==> src/rtl/barrel_shifter_4b.sv <==
// barrel_shifter_4b
//   Registered barrel shifter / rotator built as a log2(WIDTH)-stage mux
//   network. One result per cycle, one cycle of latency, no backpressure.
//
//   Ports
//     clk          rising-edge system clock
//     rst_n        asynchronous active-low reset
//     in_valid     qualifies a / shift_amt / op for capture this cycle
//     a            operand
//     shift_amt    shift distance 0..WIDTH-1
//     op           00 SLL, 01 SRL, 10 SRA, 11 ROL
//     y            registered result
//     out_valid    y carries a fresh result this cycle
//     zero         registered flag, y == 0
//     shifted_out  registered flag, a nonzero bit was discarded

// One output bit of one mux stage. When sel is low the bit passes
// straight through; otherwise the source for the current op is taken.
module barrel_shifter_4b_lane (
  input  logic       sel,
  input  logic [1:0] op,
  input  logic       cur,
  input  logic       sll_src,
  input  logic       srl_src,
  input  logic       sra_src,
  input  logic       rol_src,
  output logic       nxt
);
  always_comb begin
    nxt = cur;
    if (sel) begin
      case (op)
        2'b00:   nxt = sll_src;
        2'b01:   nxt = srl_src;
        2'b10:   nxt = sra_src;
        default: nxt = rol_src;
      endcase
    end
  end
endmodule

module barrel_shifter_4b #(
  parameter  int WIDTH = 4,
  localparam int SHW   = $clog2(WIDTH)
) (
  input  logic             clk,
  input  logic             rst_n,
  input  logic             in_valid,
  input  logic [WIDTH-1:0] a,
  input  logic [SHW-1:0]   shift_amt,
  input  logic [1:0]       op,
  output logic [WIDTH-1:0] y,
  output logic             out_valid,
  output logic             zero,
  output logic             shifted_out
);
  localparam int STAGES = 1;

  localparam logic [1:0] OP_SLL = 2'b00;
  localparam logic [1:0] OP_SRL = 2'b01;
  localparam logic [1:0] OP_SRA = 2'b10;
  localparam logic [1:0] OP_ROL = 2'b11;

  typedef struct packed {
    logic [WIDTH-1:0] a;
    logic [SHW-1:0]   amt;
    logic [1:0]       op;
  } req_t;

  typedef struct packed {
    logic [WIDTH-1:0] y;
    logic             zero;
    logic             so;
  } rsp_t;

  req_t req;
  rsp_t rsp_d, rsp_q;

  assign req = '{a: a, amt: shift_amt, op: op};

  // stg[k] is the data entering stage k; dis[k] accumulates whether any
  // nonzero bit has been pushed off the edge by stages 0..k-1. Because
  // the total shift never reaches WIDTH, the bits each stage drops are
  // always original operand bits, so the running OR equals the OR of the
  // bits the full shift discards.
  logic [SHW:0][WIDTH-1:0] stg;
  logic [SHW:0]            dis;

  assign stg[0] = req.a;
  assign dis[0] = 1'b0;

  for (genvar k = 0; k < SHW; k++) begin : g_stage
    localparam int SH = 1 << k;

    logic drop_l, drop_r, drop;

    // Bits a left shift by SH pushes past the MSB / a right shift past the LSB.
    assign drop_l = |stg[k][WIDTH-1 -: SH];
    assign drop_r = |stg[k][SH-1:0];

    always_comb begin
      case (req.op)
        OP_SLL:  drop = drop_l;
        OP_SRL,
        OP_SRA:  drop = drop_r;
        default: drop = 1'b0;   // rotate loses nothing
      endcase
    end

    assign dis[k+1] = dis[k] | (req.amt[k] & drop);

    for (genvar i = 0; i < WIDTH; i++) begin : g_bit
      logic sll_s, srl_s, sra_s, rol_s;

      if (i >= SH) begin : g_l_in
        assign sll_s = stg[k][i-SH];
      end else begin : g_l_fill
        assign sll_s = 1'b0;
      end

      // Sign for SRA: the MSB of the stage input is already the replicated
      // sign after any earlier stage, so each stage just copies it down.
      if (i + SH < WIDTH) begin : g_r_in
        assign srl_s = stg[k][i+SH];
        assign sra_s = stg[k][i+SH];
      end else begin : g_r_fill
        assign srl_s = 1'b0;
        assign sra_s = stg[k][WIDTH-1];
      end

      assign rol_s = stg[k][(i - SH + WIDTH) % WIDTH];

      barrel_shifter_4b_lane u_lane (
        .sel     (req.amt[k]),
        .op      (req.op),
        .cur     (stg[k][i]),
        .sll_src (sll_s),
        .srl_src (srl_s),
        .sra_src (sra_s),
        .rol_src (rol_s),
        .nxt     (stg[k+1][i])
      );
    end
  end

  assign rsp_d = '{y: stg[SHW], zero: ~|stg[SHW], so: dis[SHW]};

  // Result only loads on in_valid, so junk on the operand inputs during
  // idle cycles never reaches the outputs.
  logic [STAGES:1] vld_pipe;

  always_ff @(posedge clk or negedge rst_n) begin
    if (!rst_n) begin
      vld_pipe <= '0;
      rsp_q    <= '0;
    end else begin
      vld_pipe <= in_valid;
      if (in_valid) rsp_q <= rsp_d;
    end
  end

  assign y           = rsp_q.y;
  assign zero        = rsp_q.zero;
  assign shifted_out = rsp_q.so;
  assign out_valid   = vld_pipe[STAGES];

endmodule

==> config.mk <==
export PLATFORM = sky130hd
export DESIGN_NAME = barrel_shifter_4b
export DESIGN_NICKNAME = d
export VERILOG_FILES = /design/src/rtl/barrel_shifter_4b.sv
export SDC_FILE = /design/constraint.sdc
export NUM_CORES = 1
export LEC_CHECK = 0
export BUFFER_PORTS_ARGS = -buffer_cell sky130_fd_sc_hd__buf_2
export CAP_MARGIN = 20
export CELL_PAD_IN_SITES_DETAIL_PLACEMENT = 0
export CELL_PAD_IN_SITES_GLOBAL_PLACEMENT = 1
export CORE_MARGIN = 4
export CORE_UTILIZATION = 39
export CTS_CLUSTER_DIAMETER = 150
export DETAILED_ROUTE_END_ITERATION = 8
export HOLD_SLACK_MARGIN = 0.03
export PLACE_DENSITY = 0.82
export SLEW_MARGIN = 20
export SYNTH_ARGS = -nofsm -noshare
export SYNTH_HDL_FRONTEND = slang
export SYNTH_HIERARCHICAL = 1
export SYNTH_SLANG_ARGS = --single-unit
export TNS_END_PERCENT = 100
==> constraint.sdc <==
create_clock -name clk -period 1.04 [get_ports clk]
set_input_delay 0.052 -clock clk [delete_from_list [all_inputs] [get_ports clk]]
set_output_delay 0.052 -clock clk [all_outputs]
set_load 0.005 [all_outputs]
---- Yosys cells after proc, flatten, opt, wreduce, memory -nomap -nowiden ----
Cells that the tools add are included.
word-level totals
  register bits ........................... 7
  latch bits .............................. 0
  RAM bits ................................ 0
  memory bits (read-only) ................. 0
  output and inout port bits .............. 7
  memories ................................ 0
cells by class
  add/sub/neg operators ................... 0
  multipliers ............................. 0
  div/mod/pow operators ................... 0
  order comparisons ....................... 0
  equal/unequal tests ..................... 2
  shifts and indexed selects .............. 0
  multiplexer cells ....................... 18
  bitwise logic cells ..................... 3
  reductions and logical operators ........ 6
operators with widths
  operator            number
  $mux 1              12
  $pmux 1 s2          6
  $reduce_or 2->1     3
  $reduce_or 4->1     1
  $and 1x1->1         2
  $eq 2x1->1 const B  1
  $eq 2x2->1 const B  1
  $logic_not 2->1     1
  $logic_not 1->1     1
  $or 1x1->1          1

---- Logic depth before layout (Yosys ltp) ----
Gate-level depths: netlist of the first run.
  depth after elaboration ................. 8
  mapped depth ............................ 8
  gate-level depth less buffers ........... 8

---- Modules after synthesis ----
The synthesis of the first run kept the hierarchy.
by module, submodules not included
  module                  instances  cells an instance  area each (sq um)  seq. area each (sq um)
  barrel_shifter_4b_lane  8          6                  51.3               0.0
  barrel_shifter_4b       1          27                 331.6              175.2

---- Worst setup path after synthesis of the first run ----
OpenSTA, ideal clock, no wires.
  path type ............................... input to register
  start point ............................. in op[0]
  end point ............................... reg rsp_q (netlist bit zero)
  data arrival time ....................... 1.446 ns
  path slack .............................. -0.531 ns
  stages .................................. 6
  path buffers ............................ 0
  path through ............................ mux2i_1 o311ai_1 mux2i_1 o311ai_1 nor4_1 mux2_2
RTL lines
  item                  RTL line  source
  from (decl)           51        input logic [1:0] op,
  to (signal assigned)  158       if (in_valid) rsp_q <= rsp_d;
  to (decl)             77        rsp_t rsp_d, rsp_q;

==> tab_implementation.tex, run 1 <==
\begin{tabular}{lr}
\hline
Metric & Value \\
\hline
\multicolumn{2}{l}{\textbf{GRT}} \\
Overall global routing resource usage & 0.178 \\
Global-route wire length before repair & approximately 3.6 mm \\
Antenna violations before repair & 0 \\
Total gr overflow & 0 \\
Largest net degree at the start of global routing & 12 \\
Via count of the first global-routing pass & slightly below 900 \\
\multicolumn{2}{l}{\textbf{Timing}} \\
Maximum clock rate & $\sim$690 MHz \\
Number of failing hold endpoints at the final stage & 0 \\
Fin. max-slew vios & 0 \\
Post-Route Hold Slack & roughly 0.054 ns \\
Post-route clock period utilization & 1.39 \\
Least setup slack across all paths after layout & -0.404 ns \\
Setup Viol. Count Final & 6 \\
Post-Route Skew & 0 ns \\
Time the worst path needs with I/O delays and setup & between 1 and 1.5 ns \\
RSZ-0062 raised after global routing & true \\
Summed negative setup slack over all endpoints & -1.87 ns \\
\multicolumn{2}{l}{\textbf{Hold path}} \\
Hold/Removal Path Class & in -> reg \\
\multicolumn{2}{l}{\textbf{Critical path}} \\
CP most frequent cell & mux2\_4 \\
Worst-path fanout max & 5 \\
Worst EP arrival & around 1.6 ns \\
Max incr delay on CP & a little over 0.3 ns \\
Kind of launch point of the worst setup path & input pin \\
CP Cell Sequence & buf\_12 > mux2\_4 > nand3\_4 > o311ai\_4 > buf\_4 > mux2\_4 > nand3\_4 > o311ai\_4 > nor4\_2 > mux2\_4 \\
Crit path capture type & flip-flop \\
Required time reported for the critical path endpoint & 1.22 ns \\
Worst-path cell with the longest stage delay & mux2\_4 \\
Critical path class & in -> reg \\
\multicolumn{2}{l}{\textbf{Final layout}} \\
Fraction of final layout cells with drive strength greater than 1 & 0.648 \\
End-of-flow core utilization & 0.797 \\
Top library cells by usage in the layout, fill and taps aside & buf\_4, mux2\_4, inv\_1, buf\_2 \\
Nets & 139 \\
Number of standard cells in the final layout excluding fillers & 150 \\
Synthesis-to-layout area growth & 89.5\% \\
Number of antenna diodes & 0 \\
Final cell area excluding filler cells & roughly 1400 um2 \\
Most common cell after layout, fill and taps aside & buf\_4 \\
Count of filler cells inserted in the layout & 133 \\
\multicolumn{2}{l}{\textbf{Die}} \\
Count of boundary I/O pins & 18 \\
\# rows & 15 \\
Chip Width & 51.6 um \\
Floorplan die height & around 52 um \\
Die area & 2660 um2 \\
Initial core utilization & 0.421 \\
Core region area & 1760 um2 \\
\multicolumn{2}{l}{\textbf{Power and ir drop}} \\
Psw & roughly 400 uW \\
Internal & between 800 and 900 uW \\
Sw Share & 0.323 \\
Relative contribution of sequential cells to total power & 0.270 \\
Cell leakage power & slightly below 0.7 nW \\
Portion of total power attributed to combinational logic & 0.542 \\
Clock share of power & 0.188 \\
Total power & about 1.2 mW \\
Maximum resistive drop on vdd & approximately 0.53 mV \\
Power density cells & just under 900 nW/um2 \\
\multicolumn{2}{l}{\textbf{Detailed routing}} \\
WL met2 & 1.25 mm \\
Starting DRT DRC Count & 10 \\
Total length of routed wires & between 2 and 2.5 mm \\
Number of nets with antenna violations after detailed routing & 0 \\
Routed met3 length & roughly 62 um \\
Total via count after detailed routing & 772 \\
Highest metal layer used by the detailed router & met4 \\
Drt via density & just over 5 \\
Count of unresolved DRC violations after routing & 0 \\
Routed len/inst & between 10 and 15 um \\
Met1 wire length & between 700 and 800 um \\
Detailed-router iteration count before antenna repair & 4 \\
\multicolumn{2}{l}{\textbf{Synth}} \\
Count of synthesis-stage warnings from yosys & 6 \\
Xor/xnor cell area share of the yosys netlist & 0 \\
Unique cell type count in the Yosys netlist & 16 \\
Area of the mapped netlist & roughly 740 um2 \\
Simple logic cell fraction of the synthesized area & 0.165 \\
Post-synthesis share of cell area spent on full adders, half adders and majority gates & 0.0337 \\
Mux share of post-synthesis cell area & 0.346 \\
Number of synthesized register bits & 7 \\
Share of the synthesized area in compound gates (AO/OA/AOI/OAI) & 0.147 \\
Synthesized area divided by synthesized cell count & $\sim$10 um2 \\
Main combinational cell family by area after synthesis & multiplexers \\
Cells taking the most area after synthesis & dfrtp\_1, mux2\_4, mux2i\_1 \\
Syn Inst Count & between 70 and 80 \\
Sequential element share of the synthesized area & 0.236 \\
Leading area contributor after synthesis & dfrtp\_1 \\
Fraction of synthesized cell area taken by the top area cell type & 0.236 \\
\multicolumn{2}{l}{\textbf{Placement}} \\
Port-buffer cells & 17 \\
Area after detailed placement & 1140 um2 \\
Final HPWL DP & about 1.5 mm \\
Pre-CTS worst setup slack & -0.766 ns \\
GP Congestion & about 0.7 \\
Total placed cells including tap cells & $\sim$140 \\
\multicolumn{2}{l}{\textbf{CTS}} \\
CTS tree & built \\
Clock slew at the register clock pins of the worst setup and hold paths & 0.05 ns \\
Worst-case clock buffer depth & 2 \\
Number of clock sinks & 7 \\
CTS root buffer & clkbuf\_4 \\
Clock buffers created by TritonCTS & 3 \\
Clock latency reported for the late side of the worst-skew pair & $\sim$0.24 ns \\
H-tree depth & 1 \\
\multicolumn{2}{l}{\textbf{Status}} \\
Violations in the final reports & negative setup slack \\
Outcome & complete, but fails checks \\
\multicolumn{2}{l}{\textbf{Flow run}} \\
Max-capacitance violation count & 0 \\
\hline
\end{tabular}
==> cell families after synthesis <==
logic type	Yosys count
multiplexers	21
AND/OR/NAND/NOR	18
buffers and inverters	13
adder cells (fa/ha/maj)	2
flip-flops	7
AO/OA/AOI/OAI	13
other	1
==> worst paths after layout <==
kind	start	end	slack, ns	depth (start not counted)
min reg2reg	y[1]	y[1]	0.51	1
max	op[0]	zero	-0.40	10
min	in_valid	out_valid	0.05	1
min in group asynchronous	rst_n	zero	0.18	2
max reg2reg	shifted_out	shifted_out	0.25	2
max in group asynchronous	rst_n	out_valid	0.71	2
==> worst max-delay path, delay by kind of cell <==
| family | cells | cell delay (ns) |
|---|---|---|
| muxes | 3 | 0.77 |
| and+or+nand+nor | 3 | 0.30 |
| buffers and inverters | 2 | 0.27 |
| AOI/OAI and AO/OA | 2 | 0.22 |
==> metal layers <==
layer | track usage | vias up
li1 | - | 375
met1 | 0.157 | 378
met2 | 0.400 | 17
met3 | 0.0172 | 2
met4 | 0.0524 | 0
met5 | 0 | -
==> power groups by stage <==
stage	sequential (mW)	clock (mW)	combinational (mW)
floorplan	0.340	0	0.279
global placement	0.335	0	0.498
detailed placement	0.337	0	0.510
CTS	0.334	0.242	0.641
global route	0.338	0.266	0.712
finish	0.333	0.232	0.667
==> cells in the mapped netlist <==
cell type	count
a22oi_1	1
a31o_1	1
buf_2	1
conb_1	1
dfrtp_1	7
ha_1	2
inv_1	12
mux2_2	5
mux2_4	8
mux2i_1	8
nand2_1	8
nand3_2	8
nor2b_1	1
nor4_1	1
o211ai_1	3
o311ai_1	8
==> state kept, by name (all words and copies together) (netlist names) <==
name	count
out_valid	1
shifted_out	1
y	4
zero	1
==> what timing repair did <==
action | CTS | global route
setup endpoints to repair | 6 | 6
hold buffers | 1 | 0
buffers inserted | 2 | 0
cloned | 1 | 0
resized for setup | 27 | 7
pin swaps | 3 | 1
hold endpoints to repair | 7 | 0
==> layout make-up <==
type / instances / area (um2) / area share
Sequential cell: 7 / 175 / 0.125
Multi-Input combinational cell: 60 / 793 / 0.564
Tap cell: 25 / 31.3 / 0.0222
Clock buffer: 4 / 26.3 / 0.0187
Timing Repair Buffer: 42 / 335 / 0.238
Inverter: 12 / 45.0 / 0.0320
No activity file was read; power rests on OpenSTA's default activity.
==> run 2: changes to the inputs <==
--- a/config.mk
+++ b/config.mk
@@ -14,7 +14,7 @@
 export CTS_CLUSTER_DIAMETER = 150
 export DETAILED_ROUTE_END_ITERATION = 8
 export HOLD_SLACK_MARGIN = 0.03
-export PLACE_DENSITY = 0.82
+export PLACE_DENSITY_LB_ADDON = 0.1
 export SLEW_MARGIN = 20
 export SYNTH_ARGS = -nofsm -noshare
 export SYNTH_HDL_FRONTEND = slang
==> run 2 against run 1 <==
The flow still finishes with violations (negative setup slack). Core utilization shrank 7.3 points. Routed wire length is 4.5% lower. First-iteration DRC count rose by 30%. Total power is 5.3% lower. Setup slack improved by 0.0052 ns. Critical endpoint unchanged. Largest cell class unchanged.
==> tab_implementation.tex, run 2 (synthesis results as in run 1) <==
\begin{tabular}{lr}
\hline
Metric & Value \\
\hline
\multicolumn{2}{l}{\textbf{Die}} \\
Floorplan die height & 51.6 um (unchanged) \\
Die area & 2660 um2 (unchanged) \\
Chip Width & 51.6 um (unchanged) \\
Initial core utilization & 0.421 (unchanged) \\
Count of boundary I/O pins & 18 (unchanged) \\
Core region area & 1760 um2 (unchanged) \\
\# rows & 15 (unchanged) \\
\multicolumn{2}{l}{\textbf{Critical path}} \\
Worst-path fanout max & 8 (was 5) \\
Crit path capture type & flip-flop (unchanged) \\
Path depth of the worst reg2reg path & 2 (unchanged) \\
Worst EP arrival & 1.63 ns (about the same) \\
Required time reported for the critical path endpoint & 1.23 ns (was 1.22 ns) \\
CP Cell Sequence & buf\_12 > mux2\_4 > nand3\_4 > o311ai\_4 > mux2\_4 > nand3\_4 > o311ai\_4 > nor4\_1 > mux2\_4 (was buf\_12 > mux2\_4 > nand3\_4 > o311ai\_4 > buf\_4 > mux2\_4 > nand3\_4 > o311ai\_4 > nor4\_2 > mux2\_4) \\
CP most frequent cell & mux2\_4 (unchanged) \\
Worst-path cell with the longest stage delay & mux2\_4 (unchanged) \\
Kind of launch point of the worst setup path & input pin (unchanged) \\
Max incr delay on CP & 0.31 ns (about the same) \\
Critical path class & in -> reg (unchanged) \\
\multicolumn{2}{l}{\textbf{Final layout}} \\
Top library cells by usage in the layout, fill and taps aside & buf\_4, buf\_2, mux2\_4 (was buf\_4, mux2\_4, inv\_1, buf\_2) \\
Synthesis-to-layout area growth & 72.2\% (was 89.5\%) \\
Sequential cell area & 175 um2 (unchanged) \\
Area of combinational cells with multiple inputs & 751 um2 (was 793 um2) \\
Fraction of final layout cells with drive strength greater than 1 & 0.581 (was 0.648) \\
Number of antenna diodes & 0 (unchanged) \\
End-of-flow core utilization & 0.724 (was 0.797) \\
Number of standard cells in the final layout excluding fillers & 142 (was 150) \\
Nets & 131 (was 139) \\
Count of filler cells inserted in the layout & 137 (was 133) \\
Final cell area excluding filler cells & 1280 um2 (was 1410 um2) \\
Max reg flops & 4 (unchanged) \\
\multicolumn{2}{l}{\textbf{CTS}} \\
CTS tree & built (unchanged) \\
Clock latency reported for the late side of the worst-skew pair & 0.25 ns (was 0.24 ns) \\
H-tree depth & 1 (unchanged) \\
CTS root buffer & clkbuf\_4 (unchanged) \\
Clock buffers created by TritonCTS & 3 (unchanged) \\
Clock slew at the register clock pins of the worst setup and hold paths & 0.05 ns (about the same) \\
Number of clock sinks & 7 (unchanged) \\
Worst-case clock buffer depth & 2 (unchanged) \\
\multicolumn{2}{l}{\textbf{Power and ir drop}} \\
Maximum resistive drop on vdd & 0.851 mV (was 0.532 mV) \\
Internal & 782 uW (was 834 uW) \\
Cell leakage power & 0.623 nW (was 0.673 nW) \\
Relative contribution of sequential cells to total power & 0.284 (was 0.270) \\
Power density cells & 913 nW/um2 (was 876 nW/um2) \\
Clock share of power & 0.207 (was 0.188) \\
Portion of total power attributed to combinational logic & 0.509 (was 0.542) \\
Sw Share & 0.330 (was 0.323) \\
Total power & 1.17 mW (was 1.23 mW) \\
Psw & 385 uW (was 398 uW) \\
\multicolumn{2}{l}{\textbf{Flow run}} \\
Max-capacitance violation count & 0 (unchanged) \\
\multicolumn{2}{l}{\textbf{Timing}} \\
Fin. max-slew vios & 0 (unchanged) \\
Maximum clock rate & 695 MHz (was 693 MHz) \\
Least setup slack across all paths after layout & -0.399 ns (was -0.404 ns) \\
RSZ-0062 raised after global routing & true (unchanged) \\
Number of failing hold endpoints at the final stage & 0 (unchanged) \\
Post-route clock period utilization & 1.38 (was 1.39) \\
Summed negative setup slack over all endpoints & -1.88 ns (was -1.87 ns) \\
Setup Viol. Count Final & 6 (unchanged) \\
Post-Route Skew & 0 ns (unchanged) \\
Time the worst path needs with I/O delays and setup & 1.44 ns (about the same) \\
\multicolumn{2}{l}{\textbf{Hold path}} \\
Hold/Removal Path Class & in -> reg (unchanged) \\
WHS Path Cells & 1 (unchanged) \\
\multicolumn{2}{l}{\textbf{GRT}} \\
Overall global routing resource usage & 0.162 (was 0.178) \\
Via count of the first global-routing pass & 720 (was 868) \\
Antenna violations before repair & 0 (unchanged) \\
Total gr overflow & 0 (unchanged) \\
Largest net degree at the start of global routing & 11 (was 12) \\
Global-route wire length before repair & 3.34 mm (was 3.62 mm) \\
\multicolumn{2}{l}{\textbf{Detailed routing}} \\
Routed len/inst & 14.3 um (was 14.1 um) \\
Count of unresolved DRC violations after routing & 0 (unchanged) \\
Total via count after detailed routing & 705 (was 772) \\
Number of nets with antenna violations after detailed routing & 0 (unchanged) \\
Starting DRT DRC Count & 13 (was 10) \\
Drt via density & 4.96 (was 5.15) \\
Total length of routed wires & 2.02 mm (was 2.12 mm) \\
Detailed-router iteration count before antenna repair & 4 (unchanged) \\
\multicolumn{2}{l}{\textbf{Placement}} \\
GP Congestion & 0.820 (was 0.699) \\
Final HPWL DP & 1.47 mm (was 1.51 mm) \\
Total placed cells including tap cells & 135 (was 142) \\
Port-buffer cells & 17 (unchanged) \\
Area after detailed placement & 1090 um2 (was 1140 um2) \\
\multicolumn{2}{l}{\textbf{Status}} \\
Outcome & complete, but fails checks (unchanged) \\
Violations in the final reports & negative setup slack (unchanged) \\
\hline
\end{tabular}
## run 2: cell types whose count changed in the layout (fill, tap and decap cells not counted), sizes merged
cell / change
buf: -8
## run 2: cell type report
| cell class | instances | share of cell area |
|---|---|---|
| clock buffers | 4 | 0.0206 |
| inverters | 12 | 0.0353 |
| repair buffers | 34 | 0.195 |
| well taps | 25 | 0.0245 |
| multi-input cells | 60 | 0.588 |
| flip-flops and latches | 7 | 0.137 |
## run 2: worst max-delay path, delay by kind of cell
| kind | cells | cell delay, ns |
|---|---|---|
| compound gates | 2 | 0.22 |
| buf+inv | 1 | 0.12 |
| mux | 3 | 0.81 |
| simple gates | 3 | 0.43 |
## run 2: layer usage
metal	share of wire	GRT usage
met1	0.51	0.240
met2	0.47	0.248
met3	0.021	0.0287
met4	0	0.0262
met5	0	0
## run 2: through the flow
stage                     setup slack (ns)  hold WS, ns
after CTS                           -0.370       0.0323
final                               -0.399       0.0469
after floorplan                     -0.415       -0.244
after global routing                -0.418       0.0407
after detailed placement            -0.792       -0.109
after global placement              -0.763       -0.113
## run 2: final timing paths
check                             from           to  slack (ns)
max                              op[0]         zero       -0.40
min                           in_valid    out_valid        0.05
max reg2reg                shifted_out  shifted_out        0.25
min reg2reg                       zero         zero        0.50
max in group asynchronous        rst_n    out_valid        0.72
min in group asynchronous        rst_n         y[2]        0.17
## run 2: timing repair
item / in CTS / in global routing
hold buffers: 1 / 0
gates cloned: 0 / 0
pin swaps: 2 / 2
gates resized for setup: 11 / 9
setup buffers: 2 / 0
setup endpoints to repair: 6 / 6
hold endpoints to repair: 7 / 0
## run 2: power by group through the flow
stage          logic [mW]  clock network, mW  registers [mW]
6_report            0.594              0.241           0.331
5_1_grt             0.637              0.269           0.336
4_1_cts             0.549              0.249           0.332
3_5_place_dp        0.488                  0           0.336
3_3_place_gp        0.483                  0           0.334
2_1_floorplan       0.279                  0           0.340
==> run 3: changes to the inputs <==
--- a/config.mk
+++ b/config.mk
@@ -5,12 +5,13 @@
 export SDC_FILE = /design/constraint.sdc
 export NUM_CORES = 1
 export LEC_CHECK = 0
+export ABC_AREA = 1
 export BUFFER_PORTS_ARGS = -buffer_cell sky130_fd_sc_hd__buf_2
 export CAP_MARGIN = 20
 export CELL_PAD_IN_SITES_DETAIL_PLACEMENT = 0
 export CELL_PAD_IN_SITES_GLOBAL_PLACEMENT = 1
 export CORE_MARGIN = 4
-export CORE_UTILIZATION = 39
+export CORE_UTILIZATION = 33
 export CTS_CLUSTER_DIAMETER = 150
 export DETAILED_ROUTE_END_ITERATION = 8
 export HOLD_SLACK_MARGIN = 0.03
==> run 3 against run 2 <==
Non-clock buffer count grew 5. The flow now finishes without violations. Sequential share of layout area grew 0.62 points. Largest power group unchanged. Synthesized area is 2.4% lower. Hold slack better by 0.11 ns. Clock power increased by 5%. Critical path type unchanged. Clock-buffer cell count unchanged.
==> tab_implementation.tex, run 3 <==
\begin{tabular}{lr}
\hline
Metric & Value \\
\hline
\multicolumn{2}{l}{\textbf{Timing}} \\
Maximum clock rate & 1030 MHz (was 695 MHz) \\
Setup Viol. Count Final & 0 (was 6) \\
Least setup slack across all paths after layout & 0.0716 ns (was -0.399 ns) \\
Number of failing hold endpoints at the final stage & 0 (unchanged) \\
Fin. max-slew vios & 0 (unchanged) \\
Post-Route Hold Slack & 0.160 ns (was 0.0469 ns) \\
RSZ-0062 raised after global routing & true (unchanged) \\
Time the worst path needs with I/O delays and setup & 0.968 ns (was 1.44 ns) \\
Summed negative setup slack over all endpoints & 0 ns (was -1.88 ns) \\
Post-Route Skew & 0 ns (unchanged) \\
Post-route clock period utilization & 0.931 (was 1.38) \\
\multicolumn{2}{l}{\textbf{Final layout}} \\
Sequential cell area & 175 um2 (unchanged) \\
Number of standard cells in the final layout excluding fillers & 213 (was 142) \\
Max reg flops & 4 (unchanged) \\
Count of filler cells inserted in the layout & 193 (was 137) \\
Nets & 200 (was 131) \\
Synthesis-to-layout area growth & 68.7\% (was 72.2\%) \\
Number of antenna diodes & 0 (unchanged) \\
Top library cells by usage in the layout, fill and taps aside & nand2\_1, inv\_1, buf\_4, buf\_2, nand3\_1 (was buf\_4, buf\_2, mux2\_4) \\
Most common cell after layout, fill and taps aside & nand2\_1 \\
End-of-flow core utilization & 0.605 (was 0.724) \\
Final cell area excluding filler cells & 1220 um2 (was 1280 um2) \\
Fraction of final layout cells with drive strength greater than 1 & 0.403 (was 0.581) \\
Area of combinational cells with multiple inputs & 579 um2 (was 751 um2) \\
\multicolumn{2}{l}{\textbf{Critical path}} \\
Worst-path fanout max & 6 (was 8) \\
Start of the worst register-to-register path & y[2] (was shifted\_out) \\
Critical path class & in -> reg (unchanged) \\
Worst setup slack for register-to-register paths & 0.42 ns (was 0.25 ns) \\
Kind of launch point of the worst setup path & input pin (unchanged) \\
Path depth of the worst reg2reg path & 2 (unchanged) \\
Crit path capture type & flip-flop (unchanged) \\
RR Endpoint & y[2] (was shifted\_out) \\
Required time reported for the critical path endpoint & 1.22 ns (was 1.23 ns) \\
Worst EP arrival & 1.15 ns (was 1.63 ns) \\
\multicolumn{2}{l}{\textbf{CTS}} \\
Clock latency reported for the late side of the worst-skew pair & 0.25 ns (about the same) \\
Number of clock sinks & 7 (unchanged) \\
CTS tree & built (unchanged) \\
Clock buffers created by TritonCTS & 3 (unchanged) \\
CTS root buffer & clkbuf\_4 (unchanged) \\
H-tree depth & 1 (unchanged) \\
Clock slew at the register clock pins of the worst setup and hold paths & 0.05 ns (about the same) \\
Worst-case clock buffer depth & 2 (unchanged) \\
\multicolumn{2}{l}{\textbf{Synth}} \\
Count of synthesis-stage warnings from yosys & 6 (unchanged) \\
Syn Inst Count & 138 (was 75) \\
Cells taking the most area after synthesis & nand2\_1, dfrtp\_1, nand3\_1 (was dfrtp\_1, mux2\_4, mux2i\_1) \\
Number of synthesized flops with an enable pin & 0 (unchanged) \\
Sequential element share of the synthesized area & 0.242 (was 0.236) \\
Number of synthesized register bits & 7 (unchanged) \\
Unique cell type count in the Yosys netlist & 11 (was 16) \\
Synthesized area divided by synthesized cell count & 5.25 um2 (was 9.89 um2) \\
Area of the mapped netlist & 724 um2 (was 742 um2) \\
Leading area contributor after synthesis & nand2\_1 (was dfrtp\_1) \\
Asr flop ratio synth & 1.00 (unchanged) \\
Fraction of synthesized cell area taken by the top area cell type & 0.347 (was 0.236) \\
Top FF cell, synth & dfrtp\_1 (unchanged) \\
Dominant cell by count in the synthesized netlist & nand2\_1 (was inv\_1) \\
Synth top cells by count & nand2\_1, inv\_1, nand3\_1, dfrtp\_1, o21ai\_1 \\
\multicolumn{2}{l}{\textbf{GRT}} \\
Met1 usage & 0.202 (was 0.240) \\
Via count of the first global-routing pass & 717 (was 720) \\
Total gr overflow & 0 (unchanged) \\
Global-route met2 utilization & 0.207 (was 0.248) \\
Overall global routing resource usage & 0.141 (was 0.162) \\
Antenna violations before repair & 0 (unchanged) \\
Global-route wire length before repair & 3.06 mm (was 3.34 mm) \\
Global-route track usage on met3 & 0.0490 (was 0.0287) \\
Largest net degree at the start of global routing & 11 (unchanged) \\
Layer carrying the most global-route usage & met2 (unchanged) \\
\multicolumn{2}{l}{\textbf{Status}} \\
Outcome & complete, no violations (was complete, but fails checks) \\
\multicolumn{2}{l}{\textbf{Power and ir drop}} \\
Cell leakage power & 0.747 nW (was 0.623 nW) \\
Total power & 1.03 mW (was 1.17 mW) \\
Maximum resistive drop on vdd & 0.747 mV (was 0.851 mV) \\
Power density cells & 843 nW/um2 (was 913 nW/um2) \\
\multicolumn{2}{l}{\textbf{Placement}} \\
GP Congestion & 0.769 (was 0.820) \\
Final HPWL DP & 1.48 mm (was 1.47 mm) \\
Port-buffer cells & 17 (unchanged) \\
Total placed cells including tap cells & 203 (was 135) \\
Area after detailed placement & 982 um2 (was 1090 um2) \\
Pre-CTS worst setup slack & -0.318 ns (was -0.792 ns) \\
\multicolumn{2}{l}{\textbf{Detailed routing}} \\
Number of nets with antenna violations after detailed routing & 0 (unchanged) \\
Total length of routed wires & 2.10 mm (was 2.02 mm) \\
Detailed-router iteration count before antenna repair & 4 (unchanged) \\
Drt via density & 4.44 (was 4.96) \\
Total via count after detailed routing & 946 (was 705) \\
Starting DRT DRC Count & 22 (was 13) \\
Count of unresolved DRC violations after routing & 0 (unchanged) \\
Routed len/inst & 9.85 um (was 14.3 um) \\
\multicolumn{2}{l}{\textbf{Hold path}} \\
Hold/Removal Path Class & in -> async (was in -> reg) \\
\multicolumn{2}{l}{\textbf{Die}} \\
Initial core utilization & 0.358 (was 0.421) \\
Core region area & 2020 um2 (was 1760 um2) \\
\# rows & 16 (was 15) \\
Count of boundary I/O pins & 18 (unchanged) \\
Die area & 3010 um2 (was 2660 um2) \\
Floorplan die height & 54.9 um (was 51.6 um) \\
Chip Width & 54.9 um (was 51.6 um) \\
\multicolumn{2}{l}{\textbf{Flow run}} \\
Max-capacitance violation count & 0 (unchanged) \\
\hline
\end{tabular}
[run 3: worst max-delay path by stage]
stage	startpoint	endpoint	slack, ns	cells after the start
3_5_place_dp	op[0]	zero	-0.32	13
6_report	op[0]	zero	0.07	14
4_1_cts	op[0]	zero	0.009	14
3_3_place_gp	op[0]	zero	-0.26	13
2_1_floorplan	op[0]	zero	0.06	12
5_1_grt	op[1]	zero	-0.03	13
[run 3: timing repair]
item / CTS / global route
resized for setup: 6 / 44
setup buffers: 0 / 4
setup endpoints to repair: 3 / 5
endpoints found under the hold margin: 8 / 0
hold buffers: 2 / 0
pin swaps: 1 / 23
[run 3: logic make-up after synthesis]
kind of cell,share of synthesized area
simple gates,0.534
fa+ha+maj,0.0345
compound gates,0.0345
buf+inv,0.150
other cells,0.00518
flops,0.242
[run 3: where the power goes]
part / switching, mW / total, mW / internal, mW
clock: 0.105 / 0.252 / 0.147
sequential: 0.0134 / 0.317 / 0.304
combinational: 0.251 / 0.462 / 0.211
total: 0.369 / 1.03 / 0.662
[run 3: layer usage]
layer	wire, um	share of wire
met5	0	0
met2	971	0.46
met4	0	0
met1	1050	0.50
met3	76	0.036
[run 3: cell type report]
cell class / instances / share of cell area
sequential: 7 / 0.143
clock buffer: 4 / 0.0215
timing repair buffer: 39 / 0.245
inverter: 29 / 0.0890
multi-input combinational: 107 / 0.474
tap: 27 / 0.0276
[run 3: critical path: stages]
cell,delay (ns)
buf_12,0.09
buf_6,0.09
inv_2,0.04
nand2_2,0.05
nand3_2,0.07
nand3_2,0.09
nand2_4,0.07
buf_4,0.13
buf_4,0.12
nand2_2,0.06
nand2_2,0.04
inv_2,0.05
nand3_2,0.06
o21ai_1,0.12
